## src/rtl/alu_sequencer.sv

```systemverilog
// alu_sequencer: multi-cycle Moore FSM sequencing the register-file/shifter/ALU datapath,
// one instruction at a time, with a retired-instruction counter.
module alu_sequencer #(
  parameter int CNT_W = 16
) (
  input  logic             clk,
  input  logic             reset,
  input  logic             s,
  input  logic [2:0]       opcode,
  input  logic [1:0]       op,
  output logic             w,
  output logic [2:0]       nsel,
  output logic [1:0]       vsel,
  output logic             write,
  output logic             loada,
  output logic             loadb,
  output logic             loadc,
  output logic             loads,
  output logic             asel,
  output logic             bsel,
  output logic [1:0]       ALUop,
  output logic             err,
  output logic [CNT_W-1:0] icount
);
  typedef enum logic [2:0] {WAIT, DECODE, WRITE_IMM, GET_A, GET_B, EXEC, WRITE_REG, ILLEGAL} state_t;
  state_t state_q, state_d;
  logic [2:0] opcode_q, opcode_d;
  logic [1:0] op_q, op_d;
  logic [CNT_W-1:0] icount_q, icount_d;
  logic is_mov, is_cmp, is_alu;
  always_ff @(posedge clk or negedge reset)
    if (!reset) begin
      state_q  <= WAIT;
      opcode_q <= '0;
      op_q     <= '0;
      icount_q <= '0;
    end else begin
      state_q  <= state_d;
      opcode_q <= opcode_d;
      op_q     <= op_d;
      icount_q <= icount_d;
    end
  always_comb begin
    is_mov   = opcode_q == 3'b110;
    is_alu   = opcode_q == 3'b101;
    is_cmp   = is_alu && op_q == 2'b01;
    state_d  = state_q;
    opcode_d = opcode_q;
    op_d     = op_q;
    icount_d = icount_q;
    w        = 1'b0;
    nsel     = 3'b000;
    vsel     = 2'b00;
    write    = 1'b0;
    loada    = 1'b0;
    loadb    = 1'b0;
    loadc    = 1'b0;
    loads    = 1'b0;
    asel     = 1'b0;
    bsel     = 1'b0;
    err      = 1'b0;
    case (state_q)
      WAIT: begin
        w = 1'b1;
        if (s) begin
          state_d  = DECODE;
          opcode_d = opcode;
          op_d     = op;
        end
      end
      DECODE:
        // MOV reg and MVN need only the Rm operand, so they skip GET_A
        state_d = (is_mov && op_q == 2'b10) ? WRITE_IMM :
                  ((is_mov && op_q == 2'b00) || (is_alu && op_q == 2'b11)) ? GET_B :
                  is_alu ? GET_A : ILLEGAL;
      WRITE_IMM: begin
        nsel     = 3'b001;
        vsel     = 2'b10;
        write    = 1'b1;
        state_d  = WAIT;
        icount_d = icount_q + CNT_W'(1);
      end
      GET_A: begin
        nsel    = 3'b001;
        loada   = 1'b1;
        state_d = GET_B;
      end
      GET_B: begin
        nsel    = 3'b100;
        loadb   = 1'b1;
        state_d = EXEC;
      end
      EXEC: begin
        asel     = is_mov;
        loads    = is_cmp;
        loadc    = !is_cmp;
        state_d  = is_cmp ? WAIT : WRITE_REG;
        icount_d = is_cmp ? icount_q + CNT_W'(1) : icount_q;
      end
      WRITE_REG: begin
        nsel     = 3'b010;
        write    = 1'b1;
        state_d  = WAIT;
        icount_d = icount_q + CNT_W'(1);
      end
      default: begin
        err     = 1'b1;
        state_d = WAIT;
      end
    endcase
  end
  assign ALUop  = op_q;
  assign icount = icount_q;
endmodule

```

## config.mk

```make
export PLATFORM = sky130hd
export DESIGN_NAME = alu_sequencer
export DESIGN_NICKNAME = d
export VERILOG_FILES = /design/src/rtl/alu_sequencer.sv
export SDC_FILE = /design/constraint.sdc
export NUM_CORES = 1
export LEC_CHECK = 0
export CORE_MARGIN = 5
export CORE_UTILIZATION = 41
export DETAILED_ROUTE_END_ITERATION = 10
export GPL_TIMING_DRIVEN = 0
export PLACE_DENSITY_LB_ADDON = 0.3
export SYNTH_ARGS = -nofsm -noshare
export SYNTH_HDL_FRONTEND = slang
export SYNTH_SLANG_ARGS = --single-unit
```

## constraint.sdc

```tcl
create_clock -name clk -period 1.52 [get_ports clk]
set_input_delay 0.304 -clock clk [delete_from_list [all_inputs] [get_ports clk]]
set_output_delay 0.304 -clock clk [all_outputs]
set_load 0.005 [all_outputs]
```

==> results of run 1 <==
[critical path: cells and delay by family (launching register included)]
| family | cells | cell delay (ns) |
|---|---|---|
| flip-flops | 1 | 0.41 |
| AO/OA/AOI/OAI | 1 | 0.23 |
| buffers and inverters | 3 | 0.44 |
| AND/OR/NAND/NOR | 2 | 0.46 |
| XOR/XNOR | 1 | 0.15 |
[cell type report]
type	count	area, um^2
clock buffer	3	22.5
inverter	2	7.51
timing repair buffer	75	657
sequential	24	607
tap	44	55.1
fill	195	727
clock inverter	1	30.0
multi-input combinational	86	843
buffer	7	78.8
[state kept, by name, indices dropped and copies added, names as in the netlist]
name      flops
state_q       3
opcode_q      3
ALUop         2
icount       16
[layer usage]
layer / vias to the layer above / GRT usage, % / share of wire (%)
met5: - / 0 / 0
met4: 0 / 5.44 / 0.80
met3: 4 / 2.89 / 5.4
met2: 46 / 34.5 / 52
met1: 599 / 23.2 / 42
li1: 574 / - / -
[repair_timing]
| action | in CTS | in global routing |
|---|---|---|
| buffers inserted | 35 | 4 |
| endpoints found under the hold margin | 0 | 0 |
| cloned | 2 | 0 |
| setup endpoints to repair | 43 | 41 |
| resized for setup | 107 | 13 |
| pin swaps | 25 | 13 |
[cell usage in the layout (no fill, tap or decap), drive strengths merged]
cell type / instances
xnor2: 4
xor2: 11
o21a: 1
nor2: 5
nand4bb: 1
conb: 2
a31oi: 1
nor4: 2
nor3: 8
dlygate4sd2: 17
mux2: 5
ha: 1
o311a: 1
dlymetal6s2s: 4
nand2: 8
dfrtp: 24
o21bai: 1
nand4b: 3
clkbuf: 5
a21oi: 2
nor3b: 4
nand3b: 1
inv: 2
and2: 3
o21ai: 3
nor4bb: 1
and4b: 1
nand3: 3
nor2b: 2
buf: 53
clkdlybuf4s50: 6
nand2b: 3
a32oi: 1
bufinv: 1
and4bb: 1
o2bb2ai: 1
nand4: 3
and3: 3
[stage by stage]
| step | setup TNS (ns) | worst slack, ns |
|---|---|---|
| 4_1_cts | -3.23 | -0.219 |
| 5_1_grt | -5.90 | -0.300 |
| 2_1_floorplan | 0 | 0.0339 |
| 3_3_place_gp | -4.71 | -0.409 |
| 6_report | -3.58 | -0.223 |
| 3_5_place_dp | -6.33 | -0.490 |
[power by group through the flow]
stage	Clock [mW]	Sequential (mW)	Combinational (mW)
3_5_place_dp	0	1.05	1.24
3_3_place_gp	0	1.04	1.22
6_report	0.468	0.994	2.19
4_1_cts	0.479	0.980	2.04
2_1_floorplan	0	1.01	0.721
5_1_grt	0.504	1.02	2.35
[logic make-up after synthesis]
kind of cell	synth area share, %
simple gates	26.0
mux	4.40
compound gates	6.35
fa+ha+maj	0.977
other cells	0.293
xor+xnor	10.3
buf+inv	4.79
flops	46.9
[worst min-delay path by stage]
stage / slack (ns) / depth (start not counted) / end
2_1_floorplan: 0.008 / 0 / ALUop[0]
3_3_place_gp: 0.46 / 1 / icount[15]
3_5_place_dp: 0.46 / 1 / icount[15]
4_1_cts: 0.49 / 1 / icount[5]
5_1_grt: 0.28 / 1 / icount[2]
6_report: 0.17 / 1 / icount[2]
==> results.md, run 1 <==
* Outcome: finished with violations
* Failing checks: setup timing
* Worst Reg-to-Reg Cells at 7
* Switching Fraction at 35.9%
* RSZ-0062 raised after global routing: yes
* Ports at 40
* Top post-synthesis cells by area: dfrtp_1, xor2_1, mux2_2, nor3_1, xnor2_1
* Total wire length at 3.87 mm
* Yosys warns at 0
* Mapped Avg Cell Area at roughly 11 um^2
* Vias in the first global route at 1323
* Worst Setup EP: icount[12]
* FP Rows at 20
* Most frequent cells after synthesis: dfrtp_1, xor2_1, nand2_1
* Maximum VDD drop at 0.00116 V
* Setup-failing EPs final at 30
* Diode count at 0
* Non-Filler Instances at between 200 and 250
* IO buf count at 37
* Worst min path class: in2async
* Share of layout cells above drive strength 1 at 48.0%
* Core Util, Final at 76.0%
* Largest stage delay, worst path at 0.41 ns
* Async S/R FF share, synth at 100%
* Area growth syn-to-layout at 79.8%
* RR Startpoint: state_q[2]
* DR vias at approximately 1200
* Gate power share at around three fifths
* Most frequent cell after synthesis: dfrtp_1
* RD Place Congestion at 0.776
* Drt drc at 0
* Crit end category: flop
* EDFF count, synth at 0
* Slew @ Worst Pin at 1.11 ns
* Global-route wire length before repair at between 6 and 7 mm
* Root Buffer: clkbuf_4
* Synth Flop Type: dfrtp_1
* Min Hold Slack at 0.173 ns
* Starting DRT DRC Count at 62
* Worst Path Arrival at a little under 2 ns
* Critical R2R Capture: icount[12]
* Vias per cell at 5.05
* Clk sinks at 24
* Cells after synthesis at 119
* WL per Instance at ~16 um
* 1st-pass router iterations at 4
* Internal power at 2.34 mW
* Dpl hpwl at 2.03 mm
* Relative slew slack at 25.9%
* Switch Pwr at 1.31 mW
* WP data required at 1.77 ns
* Largest net degree at the start of global routing at 25
* Max_cap viols at 0
* Die H at 65.9 um
* Cell taking the most area after synthesis: dfrtp_1
* Period utilisation layout at 115%
* Share of the synthesized area in the top cell type at 46.9%
* Flop pwr share at 27.2%
* Post-synthesis cell area at ~1300 um^2
* Seq/Total Area, Yosys at 46.9%
* Placeable Area at a little over 3000 um^2
* Power Dens Cells at 1590 nW/um^2
* FMAX at 574 MHz
* Design area at 2300 um^2
* Final antenna-violating net count at 0
* Nets@finish at 208
* Distinct cell type count after synthesis at 37
* Max Root-Sink Buffers at 2
* Cell chain of the critical path: buf_4, nand4b_1, buf_4, o21a_4, buf_12, and4bb_2, xor2_2
* Placed insts at 201
* Initial antenna violation count at 0
* Post-CTS Hold Fix Bufs at 0
* Crit start category: flop
* Die width at between 60 and 70 um
* Crit-path max FO at 4
* P_leak at 1.28 nW
* CTS tree: yes
* GRT Residual Overflow at 0
* Post-place instance area at 1720 um^2
* Minimum setup slack among reg-to-reg paths at -0.22 ns
* Min Clock Period, post-route at 1.74 ns
* Yosys reg bits at 24
* Clock Power Share at between 10% and 20%
* Clk slew on worst S/H paths at 0.14 ns
* Full die area at 4340 um^2
* CTS Buf Count at 3
* Clock Latency Late Sink at 0.32 ns
* Crit Path Class: reg2reg
* H-tree levels at 1
* Setup WS post-layout at -0.223 ns
* Final Max Slew Viols at 0
* Initial Util at 42.3%
* Final hold vios at 0
* CP dominant cell by count: buf_4
* Setup Skew at roughly 0.0035 ns
* All-Layer GR Usage at 19.1%
* Total power at 3.65 mW
* Slowest cell on the critical path: dfrtp_1
* CP startpoint: state_q[2]
(Power assumes the default switching activity.)
==> run 2: changes to the inputs <==
--- a/config.mk
+++ b/config.mk
@@ -5,11 +5,14 @@
 export SDC_FILE = /design/constraint.sdc
 export NUM_CORES = 1
 export LEC_CHECK = 0
+export CELL_PAD_IN_SITES_DETAIL_PLACEMENT = 0
+export CELL_PAD_IN_SITES_GLOBAL_PLACEMENT = 1
 export CORE_MARGIN = 5
-export CORE_UTILIZATION = 41
+export CORE_UTILIZATION = 35
 export DETAILED_ROUTE_END_ITERATION = 10
 export GPL_TIMING_DRIVEN = 0
 export PLACE_DENSITY_LB_ADDON = 0.3
+export SETUP_SLACK_MARGIN = 0.5
 export SYNTH_ARGS = -nofsm -noshare
 export SYNTH_HDL_FRONTEND = slang
 export SYNTH_SLANG_ARGS = --single-unit
==> constraint.sdc (replaced) <==
create_clock -name clk -period 1.8 [get_ports clk]
set_input_delay 0.36 -clock clk [delete_from_list [all_inputs] [get_ports clk]]
set_output_delay 0.36 -clock clk [all_outputs]
set_load 0.005 [all_outputs]
==> results.md, run 2 (synthesis gave the netlist of run 1 again) <==
* Outcome: finished clean
* Fillers at 271
* Final hold vios at 0
* CTS tree: yes
* Clk sinks at 24
* Vias in the first global route at 1334
* Design area at 2490 um^2
* IO buf count at 37
* Setup Skew at 0.00843 ns
* P_leak at 1.33 nW
* Max Root-Sink Buffers at 2
* 1st-pass router iterations at 4
* Seq. cell area at 609 um^2
* Slew @ Worst Pin at 0.630 ns
* Period utilisation layout at between 90% and 100%
* Slowest cell on the critical path: dfrtp_1
* Initial antenna violation count at 0
* Dpl hpwl at 2.17 mm
* Global-route wire length before repair at ~6.4 mm
* Clk slew on worst S/H paths at ~0.09 ns
* Vias per cell at ~5
* Core Util, Final at 69.2%
* Final antenna-violating net count at 0
* Minimum setup slack among reg-to-reg paths at 0.08 ns
* Crit start category: flop
* Share of layout cells above drive strength 1 at 62.6%
* FP Rows at 22
* Maximum VDD drop at 0.000827 V
* Drt drc at 0
* CTS Buf Count at 3
* Largest net degree at the start of global routing at 25
* Crit end category: flop
* GRT Residual Overflow at 0
* H-tree levels at 1
* Total wire length at around 4.1 mm
* DR vias at around 1300
* Relative slew slack at 58.0%
* Crit Path Class: reg2reg
* Critical R2R Capture: icount[4]
* Final Max Slew Viols at 0
* Clock Latency Late Sink at 0.26 ns
* Die H at 70.5 um
* Root Buffer: clkbuf_8
* All-Layer GR Usage at 16.0%
* Commonest non-fill, non-tap cell in the layout: buf_4
* Worst Path Arrival at 1.87 ns
* Starting DRT DRC Count at 55
* Power Dens Cells at 1410 nW/um^2
* Crit-path max FO at 6
* Max_cap viols at 0
* WL per Instance at about 15 um
* Setup TNS at 0 ns
* Buf/Inv on CP at 3
* Min Clock Period, post-route at around 1.7 ns
* Ports at 40
* Post-place instance area at roughly 1800 um^2
* Multi-input gate area at 856 um^2
* Post-CTS Hold Fix Bufs at 0
* Largest stage delay, worst path at around 0.42 ns
* Worst Reg-to-Reg Cells at 7
* Die width at about 70 um
* Most frequent cells in the layout: buf_4, buf_6, dfrtp_1
* Nets@finish at 233
* Cell chain of the critical path: nand4b_1, buf_4, buf_6, o21a_4, buf_6, nand4b_1, xnor2_1
* WP data required at 1.95 ns
* Non-Filler Instances at 270
* Initial Util at approximately 35%
* RR Startpoint: state_q[1]
* Worst min path class: in2async
* Max reg flops at 16
* Area growth syn-to-layout at 94.9%
* Full die area at 4970 um^2
* Placed insts at approximately 210
* Worst path top cell family by delay: flip-flops
* Placeable Area at 3610 um^2
* Setup-failing EPs final at 0
* FMAX at 581 MHz
* Diode count at 0
* RSZ-0062 raised after global routing: yes
* RD Place Congestion at between 0.7 and 0.8
run 2: cell count changes in the layout (fill, tap and decap cells not counted), sizes merged:
cell,delta
buf,+34
dlygate4sd2,-15
clkbuf,+4
clkdlybuf4s15,+4
dlymetal6s2s,-3
bufinv,-1
clkdlybuf4s50,+1
run 2: final cells by class:
cell class,instances,share of cell area (%)
plain buffers,8,3.61
clock buffers,3,1.65
inverters,2,0.401
multi-input cells,86,34.3
flip-flops and latches,24,24.4
well taps,48,2.41
repair buffers,99,33.2
run 2: worst max-delay path by stage:
stage / from / to / slack, ns / cells past startpoint
after floorplan: ALUop[1] / icount[1] / 0.40 / 4
after global placement: state_q[2] / nsel[2] / -0.04 / 4
after detailed placement: state_q[2] / nsel[2] / -0.09 / 4
after CTS: state_q[1] / asel / 0.06 / 4
after global routing: state_q[1] / icount[13] / -0.003 / 7
final: state_q[1] / icount[4] / 0.08 / 7
run 2: power breakdown:
part	switching [mW]	leakage, nW	internal [mW]
Combinational	0.889	1.01	1.42
Sequential	0.200	0.305	0.698
Clock	0.166	0.0216	0.150
Total	1.26	1.33	2.27
run 2: timing repair:
item,in CTS,in global routing
pin swaps,26,22
resized for setup,122,39
endpoints found under the setup margin,76,72
gates cloned,1,0
setup buffers,42,19
run 2: metal layers:
metal	global-route usage (%)	part of all wire [%]	up-vias
met5	0	0	-
li1	-	-	623
met1	17.5	38	665
met3	2.88	4.1	6
met4	3.83	0.82	0
met2	31.4	57	29
run 2: stage by stage:
stage / hold slack, ns / power, mW / setup slack, ns
after detailed placement: 0.459 / 2.08 / -0.0884
after global routing: 0.155 / 3.73 / -0.00312
after floorplan: 0.0644 / 1.58 / 0.402
final: 0.0987 / 3.53 / 0.0785
after CTS: 0.448 / 3.08 / 0.0583
after global placement: 0.455 / 2.06 / -0.0437
==> run 3: changes to the inputs <==
--- a/config.mk
+++ b/config.mk
@@ -9,6 +9,7 @@
 export CELL_PAD_IN_SITES_GLOBAL_PLACEMENT = 1
 export CORE_MARGIN = 5
 export CORE_UTILIZATION = 35
+export CTS_CLUSTER_DIAMETER = 150
 export DETAILED_ROUTE_END_ITERATION = 10
 export GPL_TIMING_DRIVEN = 0
 export PLACE_DENSITY_LB_ADDON = 0.3
==> results of run 3 <==
Final layout, timing and power as in run 2 (identical DEF).
